## src/rtl/writeback_queue.sv

```systemverilog
`default_nettype none
// +----------------------------------------------------------------------------+
// | Module   : writeback_queue                                                 |
// | Purpose  : In-order WB queue binding load responses and committing one     |
// |            uop per cycle to the GPR/CSR files.                             |
// | Revision : 1.0 - initial release                                           |
// +----------------------------------------------------------------------------+
module writeback_queue #(
  parameter int DATA_WIDTH     = 32,
  parameter int RF_ADDR_WIDTH  = 5,
  parameter int CSR_ADDR_WIDTH = 12,
  parameter int DEPTH          = 2,
  parameter int RET_CNT_WIDTH  = 64
) (
  input  logic                               clk_i,
  input  logic                               rst_i,
  input  logic                               mem_valid_i,
  output logic                               mem_ready_o,
  input  logic [RF_ADDR_WIDTH-1:0]           mem_rd_i,
  input  logic                               mem_gpr_we_i,
  input  logic [1:0]                         mem_gpr_sel_i,
  input  logic                               mem_csr_we_i,
  input  logic [CSR_ADDR_WIDTH-1:0]          mem_csr_waddr_i,
  input  logic [DATA_WIDTH-1:0]              mem_exe_out_i,
  input  logic [DATA_WIDTH-1:0]              mem_op3_i,
  input  logic [1:0]                         mem_ld_size_i,
  input  logic                               mem_ld_unsigned_i,
  input  logic [$clog2(DATA_WIDTH/8)-1:0]    mem_ld_offset_i,
  input  logic                               d_m_rvalid_i,
  input  logic [DATA_WIDTH-1:0]              d_m_rdata_i,
  input  logic                               rf_ready_i,
  output logic [RF_ADDR_WIDTH-1:0]           rd_o,
  output logic [DATA_WIDTH-1:0]              gpr_wdata_o,
  output logic                               gpr_wdata_valid_o,
  output logic [CSR_ADDR_WIDTH-1:0]          csr_waddr_o,
  output logic [DATA_WIDTH-1:0]              csr_wdata_o,
  output logic                               csr_wdata_valid_o,
  output logic                               instr_committed_o,
  output logic [RET_CNT_WIDTH-1:0]           retire_cnt_o,
  output logic                               rsp_err_o
);

  localparam int                 c_PTR_W = $clog2(DEPTH);
  localparam int                 c_OFF_W = $clog2(DATA_WIDTH/8);
  localparam int                 c_SH_W  = $clog2(DATA_WIDTH) + 1;
  localparam logic [c_PTR_W:0]   c_FULL  = DEPTH[c_PTR_W:0];

  // Entry payload
  logic [RF_ADDR_WIDTH-1:0]  r_rd        [DEPTH];
  logic [1:0]                r_gpr_sel   [DEPTH];
  logic [CSR_ADDR_WIDTH-1:0] r_csr_waddr [DEPTH];
  logic [DATA_WIDTH-1:0]     r_exe_out   [DEPTH];
  logic [DATA_WIDTH-1:0]     r_op3       [DEPTH];
  logic [1:0]                r_ld_size   [DEPTH];
  logic [c_OFF_W-1:0]        r_ld_offset [DEPTH];
  logic [DATA_WIDTH-1:0]     r_ld_data   [DEPTH];
  logic [DEPTH-1:0]          r_gpr_we;
  logic [DEPTH-1:0]          r_csr_we;
  logic [DEPTH-1:0]          r_ld_unsigned;

  // Control state
  logic [DEPTH-1:0]          r_pending;
  logic [c_PTR_W-1:0]        r_wr_ptr;
  logic [c_PTR_W-1:0]        r_rd_ptr;
  logic [c_PTR_W:0]          r_count;
  logic [RET_CNT_WIDTH-1:0]  r_retire_cnt;
  logic                      r_rsp_err;

  logic                      w_commit;
  logic                      w_enq;
  logic                      w_enq_load;
  logic                      w_bind_hit;
  logic [c_PTR_W-1:0]        w_bind_idx;
  logic                      w_bind_old;
  logic                      w_bind_new;
  logic                      w_rsp_err;

  logic [DATA_WIDTH-1:0]     w_shifted;
  logic [c_SH_W-1:0]         w_ext_sh;
  logic [DATA_WIDTH-1:0]     w_left;
  logic signed [DATA_WIDTH-1:0] w_left_s;
  logic [DATA_WIDTH-1:0]     w_zext;
  logic [DATA_WIDTH-1:0]     w_sext;
  logic [DATA_WIDTH-1:0]     w_ld_value;
  logic [DATA_WIDTH-1:0]     w_gpr_data;

  assign w_commit    = (r_count != '0) & rf_ready_i & ~r_pending[r_rd_ptr];
  assign mem_ready_o = (r_count != c_FULL) | w_commit;
  assign w_enq       = mem_valid_i & mem_ready_o;
  assign w_enq_load  = mem_gpr_we_i & (mem_gpr_sel_i == 2'b01);

  // Oldest pending load among occupied entries, walking from the head
  always_comb begin
    w_bind_hit = 1'b0;
    w_bind_idx = '0;
    for (int i = 0; i < DEPTH; i++) begin
      if (!w_bind_hit && (i < int'(r_count)) && r_pending[r_rd_ptr + c_PTR_W'(i)]) begin
        w_bind_hit = 1'b1;
        w_bind_idx = r_rd_ptr + c_PTR_W'(i);
      end
    end
  end

  // A response with nothing older pending may belong to the load entering now
  assign w_bind_old = d_m_rvalid_i & w_bind_hit;
  assign w_bind_new = d_m_rvalid_i & ~w_bind_hit & w_enq & w_enq_load;
  assign w_rsp_err  = d_m_rvalid_i & ~w_bind_hit & ~w_bind_new;

  always_ff @(posedge clk_i or posedge rst_i) begin
    if (rst_i) begin
      r_pending    <= '0;
      r_wr_ptr     <= '0;
      r_rd_ptr     <= '0;
      r_count      <= '0;
      r_retire_cnt <= '0;
      r_rsp_err    <= 1'b0;
    end else begin
      if (w_enq) begin
        r_wr_ptr            <= r_wr_ptr + 1'b1;
        r_pending[r_wr_ptr] <= w_enq_load & ~w_bind_new;
      end
      if (w_bind_old) begin
        r_pending[w_bind_idx] <= 1'b0;
      end
      if (w_commit) begin
        r_rd_ptr     <= r_rd_ptr + 1'b1;
        r_retire_cnt <= r_retire_cnt + 1'b1;
      end
      case ({w_enq, w_commit})
        2'b10:   r_count <= r_count + 1'b1;
        2'b01:   r_count <= r_count - 1'b1;
        default: r_count <= r_count;
      endcase
      if (w_rsp_err) begin
        r_rsp_err <= 1'b1;
      end
    end
  end

  // Payload needs no reset: it is only observed through occupied entries
  always_ff @(posedge clk_i) begin
    if (w_enq) begin
      r_rd[r_wr_ptr]          <= mem_rd_i;
      r_gpr_we[r_wr_ptr]      <= mem_gpr_we_i;
      r_gpr_sel[r_wr_ptr]     <= mem_gpr_sel_i;
      r_csr_we[r_wr_ptr]      <= mem_csr_we_i;
      r_csr_waddr[r_wr_ptr]   <= mem_csr_waddr_i;
      r_exe_out[r_wr_ptr]     <= mem_exe_out_i;
      r_op3[r_wr_ptr]         <= mem_op3_i;
      r_ld_size[r_wr_ptr]     <= mem_ld_size_i;
      r_ld_unsigned[r_wr_ptr] <= mem_ld_unsigned_i;
      r_ld_offset[r_wr_ptr]   <= mem_ld_offset_i;
    end
    if (w_bind_old) begin
      r_ld_data[w_bind_idx] <= d_m_rdata_i;
    end else if (w_bind_new) begin
      r_ld_data[r_wr_ptr] <= d_m_rdata_i;
    end
  end

  // Alignment: move the addressed bytes down, then push the loaded field to
  // the top so one right shift both truncates and extends it.
  assign w_shifted = r_ld_data[r_rd_ptr] >> {r_ld_offset[r_rd_ptr], 3'b000};

  always_comb begin
    w_ext_sh = '0;
    case (r_ld_size[r_rd_ptr])
      2'b00:   w_ext_sh = c_SH_W'(DATA_WIDTH - 8);
      2'b01:   w_ext_sh = c_SH_W'(DATA_WIDTH - 16);
      2'b10:   w_ext_sh = c_SH_W'(DATA_WIDTH - 32);
      default: w_ext_sh = '0;
    endcase
  end

  assign w_left     = w_shifted << w_ext_sh;
  assign w_left_s   = w_left;
  assign w_zext     = w_left >> w_ext_sh;
  assign w_sext     = w_left_s >>> w_ext_sh;
  assign w_ld_value = r_ld_unsigned[r_rd_ptr] ? w_zext : w_sext;

  always_comb begin
    w_gpr_data = r_exe_out[r_rd_ptr];
    case (r_gpr_sel[r_rd_ptr])
      2'b01:   w_gpr_data = w_ld_value;
      2'b10:   w_gpr_data = r_op3[r_rd_ptr];
      default: w_gpr_data = r_exe_out[r_rd_ptr];
    endcase
  end

  assign instr_committed_o = w_commit;
  assign rd_o              = w_commit ? r_rd[r_rd_ptr] : '0;
  assign gpr_wdata_valid_o = w_commit & r_gpr_we[r_rd_ptr] & (r_rd[r_rd_ptr] != '0);
  assign gpr_wdata_o       = w_commit ? w_gpr_data : '0;
  assign csr_wdata_valid_o = w_commit & r_csr_we[r_rd_ptr];
  assign csr_waddr_o       = w_commit ? r_csr_waddr[r_rd_ptr] : '0;
  assign csr_wdata_o       = w_commit ? r_exe_out[r_rd_ptr] : '0;
  assign retire_cnt_o      = r_retire_cnt;
  assign rsp_err_o         = r_rsp_err;

endmodule
`default_nettype wire

```

## config.mk

```make
export PLATFORM = sky130hd
export DESIGN_NAME = writeback_queue
export DESIGN_NICKNAME = d
export VERILOG_FILES = /design/src/rtl/writeback_queue.sv
export SDC_FILE = /design/constraint.sdc
export NUM_CORES = 1
export LEC_CHECK = 0
export ABC_AREA = 1
export ABC_CLOCK_PERIOD_IN_PS = 8100
export CAP_MARGIN = 20
export CORE_ASPECT_RATIO = 1.4
export CORE_MARGIN = 4
export CORE_UTILIZATION = 49
export DETAILED_ROUTE_END_ITERATION = 10
export GPL_TIMING_DRIVEN = 0
export PLACE_DENSITY = 0.75
export SLEW_MARGIN = 20
export SYNTH_ARGS = -nofsm -noshare
export SYNTH_HDL_FRONTEND = slang
export SYNTH_SLANG_ARGS = --single-unit
```

## constraint.sdc

```tcl
create_clock -name clk_i -period 8.1 [get_ports clk_i]
set_clock_uncertainty 0.05 [all_clocks]
set_input_delay 1.215 -clock clk_i [delete_from_list [all_inputs] [get_ports clk_i]]
set_output_delay 1.215 -clock clk_i [all_outputs]
set_load 0.02 [all_outputs]
```

Word-level counts from Yosys, hierarchy flattened --
Memories as Yosys holds them, arrays and structs flattened. Cells that the tools add are included.
Storage, ports and cells: register bits 77, bits in latches 0, bits in writable memories 238, ROM bits 0, input bits 127, memories 8
Memories:
- r_exe_out | depth 2, width 32, rd ports 1, clocked after Yosys merged registers in 0, write ports 1, RTL line 52 | logic [DATA_WIDTH-1:0] r_exe_out [DEPTH];
- r_ld_data | depth 2, width 32, rd ports 1, clocked after Yosys merged registers in 0, write ports 1, RTL line 56 | logic [DATA_WIDTH-1:0] r_ld_data [DEPTH];
- r_op3 | depth 2, width 32, rd ports 1, clocked after Yosys merged registers in 0, write ports 1, RTL line 53 | logic [DATA_WIDTH-1:0] r_op3 [DEPTH];
- r_csr_waddr | depth 2, width 12, rd ports 1, clocked after Yosys merged registers in 0, write ports 1, RTL line 51 | logic [CSR_ADDR_WIDTH-1:0] r_csr_waddr [DEPTH];
- r_rd | depth 2, width 5, rd ports 1, clocked after Yosys merged registers in 0, write ports 1, RTL line 49 | logic [RF_ADDR_WIDTH-1:0] r_rd [DEPTH];
- r_gpr_sel | depth 2, width 2, rd ports 1, clocked after Yosys merged registers in 0, write ports 1, RTL line 50 | logic [1:0] r_gpr_sel [DEPTH];
- +2 memories
Operators by class: add/subtract/negate cells 5, multiply operators 0, divide/modulo/power cells 0, $lt $le $gt $ge 8, eq/ne operators 7, shift operators 4, mux-type cells 42, bitwise operators 19, reductions and logical operators 11
Operators by type and width (number):
- $mux 32 | 4
- $add 64x1->64 const B | 1
- $pmux 32 s2 | 1
- $reduce_or 32->1 | 1
- $shl 32x6->32 | 1
- $shr 32x5->32 | 1
- $shr 32x6->32 | 1
- $sshr 32x6->32 | 1
- $mux 1 | 25
- $and 1x1->1 | 13
- $mux 12 | 1
- $pmux 5 s2 | 1
- $bwmux 2 | 4
- $eq 2x1->1 const B | 4
- $lt 1x2->1 const B | 4
- $logic_and 1x1->1 | 5
- $mux 5 | 1
- $reduce_bool 5->1 | 1
- $eq 2x2->1 const B | 2
- $lt 1x2->1 const A | 2
- $mux 2 | 2
- $pmux 2 s2 | 1
- $reduce_bool 2->1 | 2
- $not 1->1 | 3
- other kinds (11) | 14

Logic depth before layout (Yosys ltp) --
Gate-level depths: netlist of run 1.
word-level depth 18, depth in mapped cells 15, mapped depth without buffers 13

Least setup slack after synthesis of run 1 --
OpenSTA, ideal clock, no wires.
kind input -> register, from input port rf_ready_i, to register r_pending[0], setup time 0.103 ns, data arrival time 6.073 ns, required time 7.947 ns, slack 1.874 ns, stages 8, buffers on the path 0, cell sequence inv_1 nor2_1 nand2_2 nand2_1 nand2_1 nor2_1 o21ai_0 a21oi_1
On the way: word-level cells in the longest chain between the ends 12
Ends and longest elaborated chain:
- from (decl) | RTL line 31 | input logic rf_ready_i,
- $and 1x1->1 * (2 in series) | RTL line 87 | assign w_commit = (r_count != '0) & rf_ready_i & ~r_pending[r_rd_ptr];
- $or 1x1->1 * | RTL line 88 | assign mem_ready_o = (r_count != c_FULL) | w_commit;
- named net mem_ready_o | RTL line 18 | output logic mem_ready_o,
- $and 1x1->1 * | RTL line 89 | assign w_enq = mem_valid_i & mem_ready_o;
- $and 1x1->1 (2 in series) | RTL line 106 | assign w_bind_new = d_m_rvalid_i & ~w_bind_hit & w_enq & w_enq_load;
- $not 1->1 | RTL line 120 | r_pending[r_wr_ptr] <= w_enq_load & ~w_bind_new;
- $and 1x1->1 | RTL line 120
- $bwmux 2 | RTL line 120
- $mux 2 * | RTL line 118 | if (w_enq) begin
- $and 2x2->2 (no line)
- $mux 2 * | RTL line 122 | if (w_bind_old) begin
- to (signal, indexed assignment) | RTL line 120
- to (decl) | RTL line 62 | logic [DEPTH-1:0] r_pending;
The timed path passes the listed nets; every way through them passes the cells marked *. A chain may end at the register's enable or synchronous reset.

Worst setup path after layout of run 1 --
from register r_rd_ptr, to output port gpr_wdata_o[14]
On the way: word-level cells in the longest chain between the ends 8
Ends and longest elaborated chain:
- from (decl) | RTL line 64 | logic [c_PTR_W-1:0] r_rd_ptr;
- from (signal assigned) | RTL line 126 | r_rd_ptr <= r_rd_ptr + 1'b1;
- parallel branches: the longest is 7 deep, another holds $mem_v2 2x32
- $mux 32 * | RTL line 193 | assign gpr_wdata_o = w_commit ? w_gpr_data : '0;
- to (decl) | RTL line 33 | output logic [DATA_WIDTH-1:0] gpr_wdata_o,
Every way passes the cells marked *. The select of a mux whose other input is x is not followed.

==> flow_summary.yaml, run 1 <==
critical_path:
  end_kind: "output pin"
  timing.rr.end: "r_ld_data[1][3]"
  cp-start-kind: "flip-flop"
  crit_arrival_ns: 4.59
  crit_required_ns: 6.84
  r2r_slack_ns: 5.03
  reg2reg_from: "r_count[0]"
  reg2reg_depth: 11
  crit_type: "reg -> out"
  worstPathMaxFanout: 10
place:
  hpwl_um: 33600
  dp.cells: 2134
  port-buffer-count: 276
  gp_congestion: 0.947
min_path:
  whs_path_depth: 1
  hold_end: "rsp_err_o"
  min-delay-start: "rsp_err_o"
  hold_class: "reg -> reg"
routing:
  num_vias: 11900
  drt_first_pass_iters: 5
  initialDrtViolationCount: 685
  wl_um: 44500
  drtAntennaViolNets: 0
  drc: 0
  wl_per_cell_um: 20.3
  viasPerCell: 5.41
power:
  leakage_nw: 7.60
  total_power_mw: 6.72
  powerDensity_nw_per_um2: 350
  irDropWorstVdd_uv: 256
logic_synthesis:
  synth_warnings: 0
  synth_edf_count: 244
  synthTopCellsByArea: "edfxtp_1 (50%), dfrtp_1 (12%), nand2_1 (11%)"
  synth.distinct_cells: 49
  yosysSeqAreaShare_pct: 62.1
  synth_top_area_share_pct: 50.0
  synth_area_per_cell_um2: 9.98
  synth_area_leader_cell: "edfxtp_1"
  synth_cells: 1468
  synth_seq_cells: 315
  ys.flop_type: "edfxtp_1"
  async_reset_ff_share_pct: 22.5
  syn_nets: 1602
  syn-cell-area_um2: 14700
finish:
  drive_above_1_share_pct: 8.50
  final_cells: 2192
  nNetsFinal: 1921
  final_util_pct: 65.4
  area_growth_pct: 31.0
cts:
  cts_buffers: 31
  clock_path_buffers: 3
  cts_setup_buffers: 0
  clk_latency_ns: 0.56
  cts.sinks: 315
  hold_buffers: 0
  cts_resized: 0
  htreeDepth: 1
  cts.clk_slew.worst_paths_ns: 0.06
  clock_tree.root_cell: "clkbuf_16"
  cts_tree: "yes"
global_routing:
  grt_pass1_vias: 12200
  grt_usage_pct: 26.4
  antenna_found_initial: 4
  grt_max_degree: 56
  grt_remaining_overflow: 0
  grt_pass1_wl_um: 66700
sta:
  holdWs_ns: 0.414
  fin_tns_setup_ns: 0
  tightest_slew_ns: 0.844
  max_freq_mhz: 171
  fin_crit_sh_pct: 72.3
  period_minus_slack_ns: 5.86
  rsz0062_at_grt: "false"
  setup_viol: 0
  final_hold_viol_count: 0
  slew_headroom_pct: 43.6
  final_max_slew_viol_count: 0
floorplan:
  num_rows: 74
  dieHeight_um: 213
  dieWidth_um: 154
  num_io_pins: 277
  core_um2: 29400
  dieArea_um2: 32800
  start_util_pct: 49.9
run_status:
  status: "finished clean"
job:
  maxCapViolCount: 0
sequential cells by signal, indices dropped and copies added (netlist names):
register and cells:
r_ld_size 4, r_rd_ptr 1, r_gpr_we 2, r_rd 10, r_ld_data 64, r_ld_offset 4, r_ld_unsigned 2, r_gpr_sel 4
r_csr_waddr 24, rsp_err_o 1, r_pending 2, r_wr_ptr 1, r_exe_out 64, r_op3 64, r_csr_we 2, r_count 2
retire_cnt_o 64
synth_stat cells, types with 2 or more instances:
master    number
inv_2          6
clkinv_1       3
nand3_2        2
xnor2_1       21
nand2_2        8
o21ai_0       38
ha_1           7
nor2_1       111
nand4_1       27
nor2_4         6
nor2_2         6
nor3_2         2
xor2_1        43
buf_2         29
clkbuf_1      15
and2_1         3
mux2i_1        4
o21ai_2        2
nand2b_1       2
or2_2          7
buf_4          7
nor4_1         6
nand3_1       73
o21a_1         2
nand2_1      448
nand3b_1       3
dfrtp_1       71
buf_1          3
a21oi_1      105
nor3_1        41
edfxtp_1     244
buf_6          6
inv_1         90
a31oi_1       12
stage by stage:
step / setup slack (ns) / area (um^2)
after CTS: 2.22 / 19200
after floorplan: 1.87 / 14700
after detailed placement: 2.83 / 18200
after global placement: -1.01 / 17900
final: 2.24 / 19200
after global routing: 2.02 / 19200
cell type report:
class                      count  area (um^2)
antenna                        1         2.50
clock inverter                25          239
sequential                   315         9100
inverter                      99          374
buffer                        60          333
timing repair buffer         286         3000
tap                          380          475
multi-input combinational    994         4890
fill                        2347        10200
clock buffer                  32          779
routing by layer:
| metal | vias to the layer above | routed length (um) | GRT usage (%) |
|---|---|---|---|
| met5 | - | 35 | 0 |
| met4 | 6 | 1790 | 10.8 |
| met3 | 98 | 3680 | 6.13 |
| met2 | 514 | 23100 | 48.6 |
| met1 | 5635 | 15900 | 29.2 |
| li1 | 5603 | - | - |
cell usage in the layout (no fill, tap or decap), drive strengths merged, types with 3 or more instances in the layout:
cell type      instances
ha                     7
xor2                  43
nor2                 124
buf                   55
nor3                  44
clkbuf                47
dfrtp                 71
nand2                456
or2                    8
a21oi                106
xnor2                 22
a31oi                 12
o21ai                 41
nand4                 27
bufinv                 4
nand3                 76
edfxtp               244
nand3b                 3
nor4                   7
inv                   96
clkinv                18
clkdlybuf4s50        276
mux2i                  4
clkinvlp               6
and2                   3
worst max-delay path by stage:
stage                       to        from
6_report       gpr_wdata_o[14]    r_rd_ptr
5_1_grt        gpr_wdata_o[14]    r_rd_ptr
4_1_cts        gpr_wdata_o[14]    r_rd_ptr
3_5_place_dp   gpr_wdata_o[14]    r_rd_ptr
3_3_place_gp      r_pending[0]  rf_ready_i
2_1_floorplan     r_pending[0]  rf_ready_i
critical path: stages, from the launching register on:
cell and delay, ns:
dfrtp_1 0.43, inv_2 0.15, buf_4 0.21, buf_2 0.28, clkbuf_1 0.46, or2_2 0.21, o21ai_0 0.12, inv_1 0.09
ha_1 0.14, clkbuf_1 0.42, buf_1 0.44, nand3_1 0.21, a21oi_1 0.18, clkdlybuf4s50_1 0.68
report_power, final:
group | internal [mW] | total [mW] | switching [mW]
Sequential | 2.11 | 2.23 | 0.111
Combinational | 1.05 | 3.04 | 1.99
Clock | 0.826 | 1.45 | 0.621
Total | 3.99 | 6.72 | 2.72
cell families after synthesis:
logic type / share of synthesized area [%]
AND/OR/NAND/NOR: 22.2
flip-flops: 62.1
AO/OA/AOI/OAI: 6.10
buffers and inverters: 4.81
XOR/XNOR: 3.94
adder cells (fa/ha/maj): 0.598
multiplexers: 0.273
Note: power is estimated with default switching activity, not from simulation.
==> run 2: changes to the inputs <==
ABC_CLOCK_PERIOD_IN_PS = 4880   (was 8100)
CORE_UTILIZATION = 48   (was 49)
PLACE_DENSITY = 0.76   (was 0.75)
clock period = 4.88 ns   (was 8.1 ns; I/O delays follow)
==> flow_summary.yaml, run 2 (synthesis results as in run 1) <==
cts:
  cts.sinks: 315
  cts.clk_slew.worst_paths_ns: 0.06
  htreeDepth: 1
  cts_buffers: 30
  clock_tree.root_cell: "clkbuf_16"
  hold_buffers: 0
  cts_tree: "yes"
  clk_latency_ns: 0.56
  clock_path_buffers: 3
routing:
  num_vias: 11900
  wl_um: 44700
  wl_per_cell_um: 20.4
  drc: 0
  initialDrtViolationCount: 904
  drtAntennaViolNets: 0
  drt_first_pass_iters: 5
  viasPerCell: 5.41
sta:
  fin_tns_setup_ns: 0
  final_max_slew_viol_count: 0
  setup_viol: 0
  holdWs_ns: 0.422
  period_minus_slack_ns: 4.64
  tightest_slew_ns: 0.967
  final_hold_viol_count: 0
  slew_headroom_pct: 34.9
  max_freq_mhz: 216
  rsz0062_at_grt: "false"
  fin_crit_sh_pct: 95.0
  worst_slack_ns: 0.244
floorplan:
  num_rows: 75
  num_io_pins: 277
  dieArea_um2: 33400
  dieWidth_um: 156
  start_util_pct: 48.8
  dieHeight_um: 215
  core_um2: 30000
finish:
  final_cell_area_um2: 19200
  drive_above_1_share_pct: 9.02
  area_growth_pct: 31.0
  final_cells: 2195
  final_common_cell: "nand2_1"
  final_util_pct: 63.9
  layout_common_cells: "nand2_1 (448), clkdlybuf4s50_1 (253), edfxtp_1 (244)"
  nNetsFinal: 1920
place:
  pre_cts_ws_ns: 0.200
  port-buffer-count: 276
  gp_congestion: 0.943
  dp.cells: 2142
  place_area_um2: 18300
  hpwl_um: 34700
power:
  total_power_mw: 10.9
  leakage_nw: 7.74
  powerDensity_nw_per_um2: 569
  irDropWorstVdd_uv: 382
critical_path:
  slowest_delay_ns: 0.66
  worstPathMaxFanout: 10
  crit_arrival_ns: 3.85
  cp-start-kind: "flip-flop"
  crit_type: "reg -> out"
  cp_slowest_cell: "clkdlybuf4s50_1"
  crit_required_ns: 4.10
  reg2reg_depth: 11
  crit_chain: "buf_6 -> buf_6 -> buf_4 -> buf_4 -> buf_2 -> o21ai_1 -> inv_1 -> ha_2 -> nor2_4 -> buf_2 -> nor2_1 -> a21oi_1 -> clkdlybuf4s50_1"
  end_kind: "output pin"
global_routing:
  grt_max_degree: 55
  grt_pass1_wl_um: 67100
  antenna_found_initial: 2
  grt_pass1_vias: 12100
  grt_usage_pct: 26.0
  grt_remaining_overflow: 0
min_path:
  hold_class: "reg -> reg"
  whs_path_depth: 1
run_status:
  status: "finished clean"
job:
  maxCapViolCount: 0
## run 2: changes by cell type in the layout (fill, tap and decap cells not counted), sizes merged
cell           change
buf                +3
clkdlybuf4s50     -23
dlygate4sd2       +21
dlymetal6s2s       +2
clkinvlp           -3
diode              +1
bufinv             -3
## run 2: cell type report
| class | instances | area (um^2) |
|---|---|---|
| fillers | 2403 | 10800 |
| flip-flops and latches | 315 | 9100 |
| multi-input cells | 994 | 4900 |
| repair buffers | 289 | 3080 |
| clock buffers | 35 | 791 |
| well taps | 385 | 482 |
| inverters | 99 | 377 |
| plain buffers | 57 | 332 |
| clock inverters | 19 | 121 |
| diodes | 2 | 5.00 |
## run 2: power breakdown
part           internal (mW)  total, mW  switching (mW)
clock                   1.20       2.18           0.978
sequential              3.51       3.69           0.181
combinational           1.74       5.05            3.31
## run 2: routing by layer
| metal | vias up | global-route usage (%) | routed length [um] |
|---|---|---|---|
| met5 | - | 0 | 7 |
| met4 | 2 | 10.5 | 1850 |
| met2 | 532 | 47.4 | 23200 |
| met3 | 101 | 5.29 | 3810 |
| li1 | 5584 | - | - |
| met1 | 5652 | 29.6 | 15800 |
## run 2: worst max-delay path, delay by kind of cell (launching register included)
kind,cells,cell delay [ns]
AO/OA/AOI/OAI,2,0.27
AND/OR/NAND/NOR,2,0.25
buffers and inverters,8,2.00
flip-flops,1,0.41
adder cells (fa/ha/maj),1,0.34
## run 2: final timing paths
| path | start | end | slack, ns |
|---|---|---|---|
| setup / recovery | r_rd_ptr | gpr_wdata_o[9] | 0.24 |
| hold / removal | retire_cnt_o[63] | retire_cnt_o[63] | 0.42 |
| setup reg to reg | r_count[0] | r_ld_data[1][10] | 1.83 |
| hold reg to reg | retire_cnt_o[63] | retire_cnt_o[63] | 0.42 |
| max in group asynchronous | rst_i | retire_cnt_o[1] | 3.80 |
| min in group asynchronous | rst_i | retire_cnt_o[47] | 0.43 |
## run 2: what timing repair did
| action | in CTS | in global routing |
|---|---|---|
| resized for setup | 30 | 10 |
| setup endpoints to repair | 32 | 11 |
| setup buffers | 0 | 0 |
==> run 3: changes to the inputs <==
CORE_MARGIN = unset   (was 4)
REMOVE_ABC_BUFFERS = 1   (was unset)
==> flow_summary.yaml, run 3 (synthesis results as in run 1) <==
run_status:
  status: "finished clean"
critical_path:
  end_kind: "output pin"
  crit_type: "reg -> out"
  slowest_delay_ns: 0.67
  path_buf_inv: 4
  cp_slowest_cell: "clkdlybuf4s50_1"
  crit_chain: "buf_16 -> buf_16 -> nand2_1 -> o21ai_4 -> inv_4 -> nor2_4 -> nand3_1 -> o21ai_0 -> o21ai_0 -> a21oi_1 -> clkdlybuf4s50_1"
  cp_top_family: "buffers and inverters"
  worstPathMaxFanout: 60
  cp-start-kind: "flip-flop"
  crit_arrival_ns: 3.91
  crit_required_ns: 4.10
cts:
  clk_latency_ns: 0.56
  htreeDepth: 1
  clock_path_buffers: 3
  clock_tree.root_cell: "clkbuf_16"
  cts_tree: "yes"
  cts.sinks: 315
  hold_buffers: 0
  cts_buffers: 30
  cts.clk_slew.worst_paths_ns: 0.06
power:
  irDropWorstVdd_uv: 320
  total_power_mw: 11.0
  powerDensity_nw_per_um2: 571
  leakage_nw: 7.54
routing:
  met3WireLength_um: 3270
  top_layer: "met5"
  wl_met2_um: 22200
  wl_per_cell_um: 20.0
  viasPerCell: 5.44
  initialDrtViolationCount: 909
  drc: 0
  num_vias: 11700
  wl_met1_um: 15100
  wl_um: 43100
  drt_first_pass_iters: 6
  drtAntennaViolNets: 0
sta:
  slew_headroom_pct: 33.0
  period_minus_slack_ns: 4.69
  setup_viol: 0
  tightest_slew_ns: 0.996
  final_hold_viol_count: 0
  final_max_slew_viol_count: 0
  rsz0062_at_grt: "false"
  max_freq_mhz: 213
  fin_crit_sh_pct: 96.2
finish:
  layout_common_cells: "nand2_1 (447), clkdlybuf4s50_1 (273), edfxtp_1 (244)"
  nNetsFinal: 1872
  final_common_cell: "nand2_1"
  area_growth_pct: 31.0
  final_cells: 2157
  drive_above_1_share_pct: 6.87
min_path:
  hold_class: "reg -> reg"
place:
  dp.cells: 2087
  gp_congestion: 0.942
  port-buffer-count: 276
  hpwl_um: 29600
job:
  maxCapViolCount: 0
global_routing:
  grt_pass1_vias: 11600
  grt_pass1_wl_um: 64300
  grt_remaining_overflow: 0
  antenna_found_initial: 11
  grt_usage_pct: 27.2
  grt_max_degree: 69
floorplan:
  core_um2: 30000
  dieArea_um2: 31200
  dieWidth_um: 150
  start_util_pct: 48.8
  dieHeight_um: 209
  num_rows: 75
  num_io_pins: 277
## run 3: per-stage QoR
step / cell area, um^2 / utilization [%] / setup TNS, ns / hold slack, ns / worst slack (ns)
6_report: 19200 / 63.9 / 0 / 0.411 / 0.186
4_1_cts: 19100 / 63.7 / 0 / 0.408 / 0.0470
3_3_place_gp: 17600 / 58.5 / -3459.87 / 0.395 / -11.20
2_1_floorplan: 14300 / - / -1259.69 / 0.423 / -4.82
3_5_place_dp: 18100 / 60.3 / -1.74 / 0.404 / -0.261
5_1_grt: 19200 / 63.9 / 0 / 0.440 / 0.0148
## run 3: final cells by class
type	instances	area (um^2)
inverters	99	394
fillers	2396	10800
multi-input cells	995	4970
repair buffers	297	3300
well taps	385	482
clock buffers	45	838
diodes	10	25.0
flip-flops and latches	315	9110
clock inverters	11	83.8
## run 3: repair_timing
action	CTS	global route
buffers inserted	1	1
gates cloned	2	0
pin swaps	2	0
setup endpoints to repair	32	26
resized for setup	14	6
## run 3: worst register-to-register path: cells and delay by family (launching register included)
kind                   cells  cell delay, ns
AND/OR/NAND/NOR            4            1.05
AO/OA/AOI/OAI              3            0.92
buffers and inverters      3            0.67
flip-flops                 1            0.58
## run 3: worst paths after layout
path	from	cells after the start	to	slack [ns]
max	r_rd_ptr	11	gpr_wdata_o[10]	0.19
min	rsp_err_o	1	rsp_err_o	0.41
max reg2reg	r_rd_ptr	10	r_ld_data[0][16]	1.31
min reg2reg	rsp_err_o	1	rsp_err_o	0.41
max in group asynchronous	rst_i	3	retire_cnt_o[56]	3.80
min in group asynchronous	rst_i	2	retire_cnt_o[19]	0.42
## run 3: where the power goes
group	internal (mW)	switching, mW	leakage [nW]
combinational	1.83	3.20	3.97
clock	1.24	0.989	0.436
sequential	3.51	0.201	3.14
## run 3: metal layers
metal / GRT usage (%) / vias to the layer above
li1: - / 5518
met1: 30.8 / 5590
met2: 47.4 / 505
met3: 4.91 / 127
met4: 15.7 / 4
met5: 0 / -
